--- config.mk ---
export PLATFORM = sky130hd
export DESIGN_NAME = mux_scan_tdm
export DESIGN_NICKNAME = d
export VERILOG_FILES = /design/src/rtl/mux_scan_tdm.sv
export SDC_FILE = /design/constraint.sdc
export NUM_CORES = 1
export LEC_CHECK = 0
export ABC_AREA = 0
export ABC_CLOCK_PERIOD_IN_PS = 1500
export CAP_MARGIN = 20
export CORE_ASPECT_RATIO = 2
export CORE_MARGIN = 2
export CORE_UTILIZATION = 25
export DETAILED_ROUTE_END_ITERATION = 8
export PLACE_DENSITY = 0.57
export SKIP_LAST_GASP = 1
export SYNTH_ARGS = -nofsm -noshare
export SYNTH_HDL_FRONTEND = slang
export SYNTH_SLANG_ARGS = --single-unit
--- constraint.sdc ---
create_clock -name clk -period 1.5 [get_ports clk]
set_input_delay 0.225 -clock clk [delete_from_list [all_inputs] [get_ports clk]]
set_output_delay 0.225 -clock clk [all_outputs]
set_load 0.02 [all_outputs]
--- src/rtl/mux_scan_tdm.sv ---
// Registered N-channel mux with manual select or round-robin TDM scan.
// AUTO dwells DWELL enabled cycles per channel and flags one sample each.
module mux_scan_tdm #(
    parameter int WIDTH    = 8,
    parameter int CHANNELS = 4,
    parameter int SEL_W    = 2,
    parameter int DWELL    = 4
) (
    input  logic                      clk,
    input  logic                      rst,
    input  logic                      en,
    input  logic                      mode,
    input  logic [SEL_W-1:0]          sel_in,
    input  logic [CHANNELS*WIDTH-1:0] din,
    output logic [WIDTH-1:0]          dout,
    output logic [SEL_W-1:0]          ch_out,
    output logic                      valid,
    output logic                      frame_start
);

    localparam int CNT_W = $clog2(DWELL) + 1;
    localparam logic [CNT_W-1:0] CNT_LAST = CNT_W'(DWELL - 1);
    localparam logic [SEL_W-1:0] PTR_LAST = SEL_W'(CHANNELS - 1);

    logic [SEL_W-1:0] ptr;
    logic [CNT_W-1:0] cnt;
    logic             prev_mode;

    logic             entering;
    logic [SEL_W-1:0] eptr;
    logic [CNT_W-1:0] ecnt;
    logic [SEL_W-1:0] idx;
    logic [WIDTH-1:0] pick;
    logic             idx_ok;

    // Entering AUTO restarts the scan at ch0 on this very cycle.
    always_comb begin
        entering = mode & ~prev_mode;
        eptr     = entering ? '0 : ptr;
        ecnt     = entering ? '0 : cnt;
        idx      = mode ? eptr : sel_in;
        pick     = '0;
        idx_ok   = 1'b0;
        for (int k = 0; k < CHANNELS; k++) begin
            if (idx == SEL_W'(k)) begin
                pick   = din[k*WIDTH +: WIDTH];
                idx_ok = 1'b1;
            end
        end
    end

    always_ff @(posedge clk) begin
        if (rst) begin
            dout        <= '0;
            ch_out      <= '0;
            valid       <= 1'b0;
            frame_start <= 1'b0;
            ptr         <= '0;
            cnt         <= '0;
            prev_mode   <= 1'b0;
        end else begin
            valid       <= 1'b0;
            frame_start <= 1'b0;
            if (en) begin
                prev_mode <= mode;
                ch_out    <= idx;
                dout      <= idx_ok ? pick : '0;
                if (!mode) begin
                    valid <= idx_ok;
                    ptr   <= '0;
                    cnt   <= '0;
                end else if (ecnt == CNT_LAST) begin
                    valid       <= 1'b1;
                    frame_start <= (eptr == '0);
                    cnt         <= '0;
                    ptr         <= (eptr == PTR_LAST) ? '0
                                                      : eptr + SEL_W'(1);
                end else begin
                    cnt <= ecnt + CNT_W'(1);
                    ptr <= eptr;
                end
            end
        end
    end

endmodule

==> results.py <==
metrics = {
    "outcome": {
        "status": "finished clean",
    },
    "global_route": {
        "antenna_found_initial": 0,
        "grt_pass1_vias": 1145,
        "grt_pass1_wl_um": 5580,
        "grt_max_degree": 15,
        "overflow": 0,
        "grtUsageTotal_pct": 15.5,
    },
    "floorplan": {
        "die-width_um": 49.2,
        "rows": 32,
        "start_util_pct": 26.3,
        "coreArea_sq_um": 3880,
        "dieArea_sq_um": 4640,
        "die_y_um": 94.4,
        "io_pins": 50,
    },
    "synthesis": {
        "syn_area_per_cell_sq_um": 8.10,
        "synth_fp_nets": 166,
        "synth_xor_area_share_pct": 0,
        "netlist_instances": 126,
        "yosys.area_share.adder_pct": 2.45,
        "synth.distinct_cells": 30,
        "netlist_area_sq_um": 1020,
        "synth_compound_area_share_pct": 30.5,
        "synth-simple-area-share_pct": 25.0,
        "ys_seq_elements": 18,
        "post_synth_mux_area_share_pct": 0.980,
        "yosys_warnings": 0,
        "synth_top_family_by_area": "compound AO/OA/AOI/OAI gates",
        "synth-seq-area-share_pct": 35.3,
    },
    "timing": {
        "slew_viol_final": 0,
        "hold_ws_ps": 449,
        "clock_skew_ps": 0.751,
        "setup_tns_ps": 0,
        "period_minus_slack_ps": 1430,
        "grt_setup_unrepaired": "false",
        "fmax_mhz": 699,
        "finalCritPeriodShare_pct": 95.4,
        "worstMarginPinSlew_ps": 415,
        "setup_viol": 0,
        "slew_headroom_pct": 72.2,
        "finalHoldViolCount": 0,
        "worst_slack_ps": 68.8,
    },
    "place": {
        "port_buffers": 49,
        "dp_cells": 233,
        "post-place-ws_ps": -421,
        "hpwl_um": 2620,
        "gp_congestion": 0.732,
        "place_area_sq_um": 1670,
    },
    "detailed_routing": {
        "routed_wl_um": 3250,
        "drc": 0,
        "dr.pass1.iters": 4,
        "viasPerCell": 4.79,
        "wl_per_cell_um": 13.7,
        "drt_iter0_drc": 6,
        "ant_nets": 0,
        "vias": 1136,
    },
    "clocking": {
        "cts_root_buf": "clkbuf_8",
        "cts_max_path_buffers": 2,
        "cts_setup_buffers": 0,
        "path_clk_slew_ps": 70,
        "insertion_delay_ps": 250,
        "clock_sinks": 18,
        "cts_tree": "yes",
        "htree_levels": 1,
        "cts_buffers": 3,
    },
    "layout": {
        "mostFrequentLayoutCell": "clkdlybuf4s50_1",
        "final_area_sq_um": 1740,
        "layout_common_cells": "clkdlybuf4s50_1 (48), nand2_1 (16), dfxtp_1 (15), buf_4 (14), and3_1 (10)",
        "final_nets": 227,
        "stdcell_count": 237,
        "fin_util_pct": 44.7,
        "drive_gt1_share_pct": 16.1,
        "n_antenna_cell": 0,
        "syn_to_final_growth_pct": 70.1,
    },
    "pwr": {
        "total_power_mw": 1.24,
        "leakage_nw": 0.668,
        "ir_drop_mv": 0.506,
        "p_per_area_nw_per_um2": 717,
    },
    "critical_path": {
        "arrival_ps": 1210,
        "path_max_fanout": 2,
        "path_buf_inv": 1,
        "cpPeakStageDelay_ps": 610,
        "path_cells": "clkdlybuf4s50_1",
        "start_kind": "flop",
        "cp_top_family": "buffers and inverters",
        "cp-end-kind": "output port",
        "crit_type": "reg2out",
        "critPathSlowestCell": "clkdlybuf4s50_1",
        "required_ps": 1270,
    },
    "flow_run": {
        "cap_violations": 0,
    },
    "worst_hold_path": {
        "min_path_type": "reg2reg",
    },
}
[kinds of logic (layout without fill, tap and decap cells)]
group           count (synthesis)  count (layout)
flops                          18              18
mux                             1               1
simple gates                   50              50
fa+ha+maj                       2               2
buf+inv                        14              74
compound gates                 41              41
[registers in the layout, summed over array words and instances (netlist names)]
register     cells
cnt              3
ptr              2
valid            1
dout             8
ch_out           2
prev_mode        1
frame_start      1
[routing by layer]
| layer | track usage, % | vias up | part of all wire, % | wire, um |
|---|---|---|---|---|
| met5 | 0 | - | 0 | 0 |
| met4 | 5.71 | 0 | 1.3 | 43 |
| met3 | 4.75 | 5 | 8.0 | 261 |
| met2 | 28.8 | 46 | 52 | 1700 |
| met1 | 16.0 | 503 | 38 | 1250 |
| li1 | - | 582 | - | - |
[cell type report]
cell class | instances | area (sq um)
inverters | 6 | 22.5
fillers | 399 | 2150
flip-flops and latches | 18 | 364
repair buffers | 64 | 614
well taps | 51 | 63.8
multi-input cells | 94 | 617
clock buffers | 4 | 55.1
[cell usage after synthesis (all sizes together)]
cell type  instances  area share [%]
mux2i              1            0.98
o211ai             1            0.74
clkbuf             3             1.1
buf                5             2.5
o32a               1             2.2
nor3               1            0.49
inv                6             2.2
o22a               2             1.7
and4               1            0.86
a21boi             2             1.5
and3              10             6.1
and2               3             1.8
o22ai              6             3.7
nand2b             8             4.9
o31ai              6             4.4
ha                 2             2.5
nand3              4             2.0
nand2             16             5.9
nor2               6             2.2
a211oi             8             5.9
nand3b             1            0.74
a311oi             3             3.8
a21oi              7             3.4
o21ai              4             2.0
dfxtp             18              35
a31oi              1             1.2
[timing repair]
action                                 4_1_cts  5_1_grt
hold buffers                                 0        0
setup endpoints to repair                   11       10
resized for setup                            1        7
endpoints found under the hold margin        0        0
[power breakdown]
| part | total (mW) | internal, mW | switching [mW] |
|---|---|---|---|
| clock | 0.407 | 0.233 | 0.174 |
| combinational | 0.321 | 0.191 | 0.130 |
| sequential | 0.516 | 0.503 | 0.0134 |
| total | 1.24 | 0.928 | 0.317 |
[worst paths after layout]
kind	from	endpoint	slack (ps)	cells past startpoint
max reg2reg	prev_mode$_SDFFE_PP0P_	ptr[1]$_SDFFE_PP0P_	100	6
min reg2reg	dout[7]$_SDFFE_PP0P_	dout[7]$_SDFFE_PP0P_	450	2
max	dout[4]$_SDFFE_PP0P_	dout[4]	70	1
min	dout[7]$_SDFFE_PP0P_	dout[7]$_SDFFE_PP0P_	450	2
(Power assumes the default switching activity.)
